===== src/rtl/apu_pulse_regs.sv =====
// APU pulse register writer: decodes CPU writes to $4000-$4007/$4015 and
// drives both pulse channels with control fields and one-shot load strobes.
// Ports: clk, rst_l (async, active-low), cpu_clk_en, reg_we/reg_re,
//   reg_addr[4:0], reg_wdata[7:0], len_nz1/2 -> rd_data/rd_valid and
//   per channel pN_duty, pN_length_halt, pN_const_vol, pN_vol,
//   pN_sweep_sigs, pN_timer_period, pN_length_load_data,
//   pN_env_load, pN_sweep_load, pN_length_load, pN_disable_l.
// Option: define APU_PULSE_READBACK_EN to build the $4015 status read.

package apu_pulse_pkg;
  typedef struct packed {
    logic       enable;
    logic [2:0] period;
    logic       negate;
    logic [2:0] shift_count;
  } sweep_t;
endpackage

module apu_pulse_regs
  import apu_pulse_pkg::*;
(
  input  logic        clk,
  input  logic        rst_l,
  input  logic        cpu_clk_en,
  input  logic        reg_we,
  input  logic        reg_re,
  input  logic [4:0]  reg_addr,
  input  logic [7:0]  reg_wdata,
  input  logic        len_nz1,
  input  logic        len_nz2,
  output logic [7:0]  rd_data,
  output logic        rd_valid,
  output logic [1:0]  p1_duty,
  output logic        p1_length_halt,
  output logic        p1_const_vol,
  output logic [3:0]  p1_vol,
  output sweep_t      p1_sweep_sigs,
  output logic [10:0] p1_timer_period,
  output logic [4:0]  p1_length_load_data,
  output logic        p1_env_load,
  output logic        p1_sweep_load,
  output logic        p1_length_load,
  output logic        p1_disable_l,
  output logic [1:0]  p2_duty,
  output logic        p2_length_halt,
  output logic        p2_const_vol,
  output logic [3:0]  p2_vol,
  output sweep_t      p2_sweep_sigs,
  output logic [10:0] p2_timer_period,
  output logic [4:0]  p2_length_load_data,
  output logic        p2_env_load,
  output logic        p2_sweep_load,
  output logic        p2_length_load,
  output logic        p2_disable_l
);

  logic              w_wr;
  logic              w_st_wr;
  logic [1:0][3:0]   w_sel;

  logic [1:0][1:0]   r_duty;
  logic [1:0]        r_halt;
  logic [1:0]        r_cvol;
  logic [1:0][3:0]   r_vol;
  sweep_t [1:0]      r_sweep;
  logic [1:0][10:0]  r_timer;
  logic [1:0][4:0]   r_lld;
  logic [1:0]        r_env_ld;
  logic [1:0]        r_sw_ld;
  logic [1:0]        r_len_ld;
  logic [1:0]        r_en;

  assign w_wr    = cpu_clk_en & reg_we;
  assign w_st_wr = w_wr & (reg_addr == 5'h15);

  always_comb begin
    w_sel = '0;
    for (int c = 0; c < 2; c++) begin
      for (int k = 0; k < 4; k++) begin
        w_sel[c][k] = w_wr & (reg_addr == 5'(4 * c + k));
      end
    end
  end

  always_ff @(posedge clk or negedge rst_l) begin
    if (!rst_l) begin
      r_duty   <= '0;
      r_halt   <= '0;
      r_cvol   <= '0;
      r_vol    <= '0;
      r_sweep  <= '0;
      r_timer  <= '0;
      r_lld    <= '0;
      r_env_ld <= '0;
      r_sw_ld  <= '0;
      r_len_ld <= '0;
      r_en     <= '0;
    end else begin
      if (w_st_wr) begin
        r_en <= reg_wdata[1:0];
      end
      for (int c = 0; c < 2; c++) begin
        if (w_sel[c][0]) begin
          r_duty[c] <= reg_wdata[7:6];
          r_halt[c] <= reg_wdata[5];
          r_cvol[c] <= reg_wdata[4];
          r_vol[c]  <= reg_wdata[3:0];
        end
        if (w_sel[c][1]) begin
          r_sweep[c] <= sweep_t'(reg_wdata);
        end
        if (w_sel[c][2]) begin
          r_timer[c][7:0] <= reg_wdata;
        end
        if (w_sel[c][3]) begin
          r_timer[c][10:8] <= reg_wdata[2:0];
          r_lld[c]         <= reg_wdata[7:3];
        end
        // A qualified cycle retires the pending flag unless a new
        // write to the same register re-arms it in that cycle.
        if (cpu_clk_en) begin
          r_sw_ld[c]  <= w_sel[c][1];
          r_env_ld[c] <= w_sel[c][3];
          r_len_ld[c] <= w_sel[c][3] & r_en[c];
        end
      end
    end
  end

`ifdef APU_PULSE_READBACK_EN
  logic       w_rd;
  logic [7:0] r_rd_data;
  logic       r_rd_valid;

  assign w_rd = cpu_clk_en & reg_re & (reg_addr == 5'h15);

  always_ff @(posedge clk or negedge rst_l) begin
    if (!rst_l) begin
      r_rd_data  <= '0;
      r_rd_valid <= 1'b0;
    end else begin
      r_rd_valid <= w_rd;
      if (w_rd) begin
        r_rd_data <= {6'b0, len_nz2, len_nz1};
      end
    end
  end

  assign rd_data  = r_rd_data;
  assign rd_valid = r_rd_valid;
`else
  logic w_unused_rd;

  assign w_unused_rd = ^{reg_re, len_nz1, len_nz2};
  assign rd_data     = 8'h00;
  assign rd_valid    = 1'b0;
`endif

  assign p1_duty             = r_duty[0];
  assign p1_length_halt      = r_halt[0];
  assign p1_const_vol        = r_cvol[0];
  assign p1_vol              = r_vol[0];
  assign p1_sweep_sigs       = r_sweep[0];
  assign p1_timer_period     = r_timer[0];
  assign p1_length_load_data = r_lld[0];
  assign p1_env_load         = r_env_ld[0];
  assign p1_sweep_load       = r_sw_ld[0];
  assign p1_length_load      = r_len_ld[0];
  assign p1_disable_l        = r_en[0];

  assign p2_duty             = r_duty[1];
  assign p2_length_halt      = r_halt[1];
  assign p2_const_vol        = r_cvol[1];
  assign p2_vol              = r_vol[1];
  assign p2_sweep_sigs       = r_sweep[1];
  assign p2_timer_period     = r_timer[1];
  assign p2_length_load_data = r_lld[1];
  assign p2_env_load         = r_env_ld[1];
  assign p2_sweep_load       = r_sw_ld[1];
  assign p2_length_load      = r_len_ld[1];
  assign p2_disable_l        = r_en[1];

endmodule


===== config.mk =====
export PLATFORM = sky130hd
export DESIGN_NAME = apu_pulse_regs
export DESIGN_NICKNAME = d
export VERILOG_FILES = /design/src/rtl/apu_pulse_regs.sv
export SDC_FILE = /design/constraint.sdc
export NUM_CORES = 1
export LEC_CHECK = 0
export CAP_MARGIN = 20
export CORE_ASPECT_RATIO = 1.2
export CORE_MARGIN = 2
export CORE_UTILIZATION = 40
export CTS_CLUSTER_SIZE = 16
export DETAILED_ROUTE_END_ITERATION = 16
export GPL_ROUTABILITY_DRIVEN = 0
export PLACE_DENSITY = 0.81
export SLEW_MARGIN = 5
export SYNTH_ARGS = -nofsm -noshare
export SYNTH_HDL_FRONTEND = slang
export SYNTH_SLANG_ARGS = --single-unit

===== constraint.sdc =====
create_clock -name clk -period 0.95 [get_ports clk]
set_input_delay 0.095 -clock clk [delete_from_list [all_inputs] [get_ports clk]]
set_output_delay 0.095 -clock clk [all_outputs]
set_load 0.005 [all_outputs]

==> metrics.md <==
| Metric | Value |
|---|---|
| Vias in the first global route | slightly above 2000 |
| DR WL/cell | approximately 17 µm |
| I/O pins | 101 |
| Total wire length after detailed routing | 7.17 mm |
| Netlist cell types | 23 |
| Mux cell area share after synthesis | 27.2% |
| Simple-Gate Fraction of Synth Area | 4.13% |
| DIE HEIGHT | slightly below 100 µm |
| CTS tree | done |
| Antenna Nets Post-Route | 0 |
| Synthesized area per cell | 16.2 µm² |
| Tmin final | about 1.0 ns |
| Full die area | between 0.007 and 0.008 mm² |
| Unrepaired setup endpoints after global routing | yes |
| Crit Path Max Fanout | 4 |
| Post-DP HPWL | 4.75 mm |
| Via count | between 1500 and 2000 |
| Netlist Area Pre-Place | 0.00285 mm² |
| DR DRC count | 0 |
| Vias per cell | 4.79 |
| Final setup viols | 28 |
| Final Slew Violations | 0 |
| Area contributors post-synth | dfrtp_1, mux2_2, mux2_4, buf_4, buf_6 |
| Core Rows | 33 |
| Area Growth Syn to Fin | 46.2% |
| Initial core utilization | 41.5% |
| Clk pin slew, worst setup/hold paths | ~0.070 ns |
| Layout cells sized above 1 | 68.4% |
| Slack of the critical path | -0.0517 ns |
| Final Total Pwr | between 7 and 8 mW |
| FF-to-FF Start | r_en[0] |
| Clock skew | 0.000381 ns |
| Critical path class | primary input to flop |
| Total gr overflow | 0 |
| Synth Area in Adders | 0% |
| Root buf cell | clkbuf_8 |
| Post-synthesis xor/xnor area fraction | 0% |
| CP Data Arrival Time | about 1.2 ns |
| Core area | 0.00685 mm² |
| # Max-Cap Violations | 0 |
| Dominant cell type by area after synthesis | dfrtp_1 |
| CTS Buf Count | 9 |
| Final period utilization | 105% |
| Compound-Gate Fraction of Synth Area | 1.54% |
| Top cell type's share of synthesized area | 63.3% |
| Ant diodes | 0 |
| Failing checks | negative setup slack |
| DRT Pass-1 Iters | 4 |
| Worst vdd ir | 1.01 mV |
| Worst hold start | cpu_clk_en |
| Syn Inst Count | between 150 and 200 |
| First-pass GRT wire length | roughly 11 mm |
| WP data required | 1.17 ns |
| Worst skew pair latency | ~0.33 ns |
| Initial antenna violation count | 0 |
| CTS sink cnt | 72 |
| Clock Tree Buf Depth | 2 |
| Largest family of logic cells by synthesized area | multiplexers |
| Final net count | around 340 |
| Final Hold Viols | 0 |
| DR iter-0 viols | 50 |
| # H-tree levels | 3 |
| PwrDens | 1750 mW/mm² |
| TNS Setup | -0.568 ns |
| Setup crit start kind | primary input |
| Setup crit end kind | flop |
| GRT Util Overall | approximately a fifth |
| Status | finished with violations |
| Number of port buffers | a little under 90 |
| Maximum clock frequency | 998 MHz |
| Yosys warns | 0 |
| Die width | 81.0 µm |
| Sequential area share after synthesis | 63.3% |
| Worst setup startpoint | reg_addr[4] |
| Static Leak | around 2.3 nW |
| Pin count of the biggest net entering global routing | between 70 and 80 |
| Tightest Hold Check Type | primary input to flop |
| #FFs+latches synth | 72 |
[metrics by stage]
step	hold WS, ns	cell area [µm²]	instances	setup WS [ns]	util (%)
3_3_place_gp	0.135	4050	374	-0.790	59.1
2_1_floorplan	-0.201	2920	184	-0.255	-
5_1_grt	0.118	4160	413	-0.0647	60.7
3_5_place_dp	0.141	4050	374	-0.831	59.1
6_report	0.118	4160	413	-0.0517	60.7
4_1_cts	0.0779	4080	405	-0.0299	59.5
[path summary, 6_finish.rpt]
kind	endpoint	slack (ns)	depth (start not counted)
worst max-delay path	p2_timer_period[8]	-0.05	5
worst min-delay path	r_sw_ld[0]	0.12	3
worst max register to register	r_en[0]	0.02	2
worst min register to register	p2_duty[1]	0.50	1
max in group asynchronous	p1_length_load_data[4]	0.35	3
min in group asynchronous	p2_sweep_sigs[1]	0.31	3
[power by group]
part | total [mW] | switching (mW) | leakage (nW) | internal (mW)
Combinational | 1.32 | 0.509 | 1.22 | 0.806
Sequential | 3.63 | 0.190 | 0.961 | 3.44
Clock | 2.33 | 1.07 | 0.0989 | 1.26
[cell type report]
cell class / instances / area (µm²)
Sequential cell: 72 / 1800
Clock buffer: 11 / 141
Inverter: 3 / 11.3
Fill cell: 603 / 2690
Multi-Input combinational cell: 97 / 1100
Clock inverter: 4 / 45.0
Tap cell: 87 / 109
Timing Repair Buffer: 139 / 953
[cells in the mapped netlist]
cell type	n
nand2_2	1
nor3_1	1
nand3b_1	1
dfrtp_1	72
nor2_1	2
and4bb_2	1
mux2_4	8
nor3b_2	1
o21ai_0	2
nor2b_1	1
a32o_1	1
buf_2	1
nand3_2	2
mux2_2	58
a22o_1	1
a21o_1	2
nand4b_1	1
buf_4	9
nand2_1	3
buf_6	2
inv_1	3
and4b_1	2
conb_1	1
[sequential cells by signal (all words and copies together), names as in the netlist]
name                 count
p1_timer_period         11
p2_timer_period         11
p1_sweep_sigs            8
p2_sweep_sigs            8
p1_length_load_data      5
p2_length_load_data      5
p1_vol                   4
p2_vol                   4
p1_duty                  2
p2_duty                  2
r_cvol                   2
r_en                     2
r_env_ld                 2
r_halt                   2
r_len_ld                 2
r_sw_ld                  2
[repair_timing]
action | in CTS | in global routing
hold buffers | 1 | 0
setup buffers | 17 | 8
pin swaps | 2 | 4
resized for setup | 342 | 7
setup endpoints to repair | 144 | 122
endpoints found under the hold margin | 72 | 0
cloned | 0 | 0
[routing by layer]
layer  GRT usage, %  vias to the layer above  part of all wire (%)
met4           6.78                        0                   1.3
met1           24.8                     1011                    42
met2           32.6                       56                    52
met3           5.67                        8                   5.5
li1               -                      902                     -
met5              0                        -                     0
[logic make-up (layout without fill, tap and decap cells)]
logic type / after synthesis / count (layout)
AOI/OAI and AO/OA: 6 / 6
and+or+nand+nor: 16 / 16
muxes: 66 / 66
other: 1 / 9
DFF: 72 / 72
buffers and inverters: 15 / 157
[critical path, cell delays in order]
cell	delay, ns
buf_6	0.09
and4b_2	0.30
and4b_2	0.29
buf_6	0.14
mux2_4	0.30
[layout by cell type (no fill, tap or decap), types with 3 or more instances in the layout]
cell,count
dfrtp_1,72
mux2_2,48
clkinv_2,3
clkdlybuf4s50_1,8
mux2_4,18
clkbuf_8,10
buf_6,10
buf_12,3
buf_2,75
inv_1,3
conb_1,9
buf_4,40
Note: power is estimated with default switching activity, not from simulation.
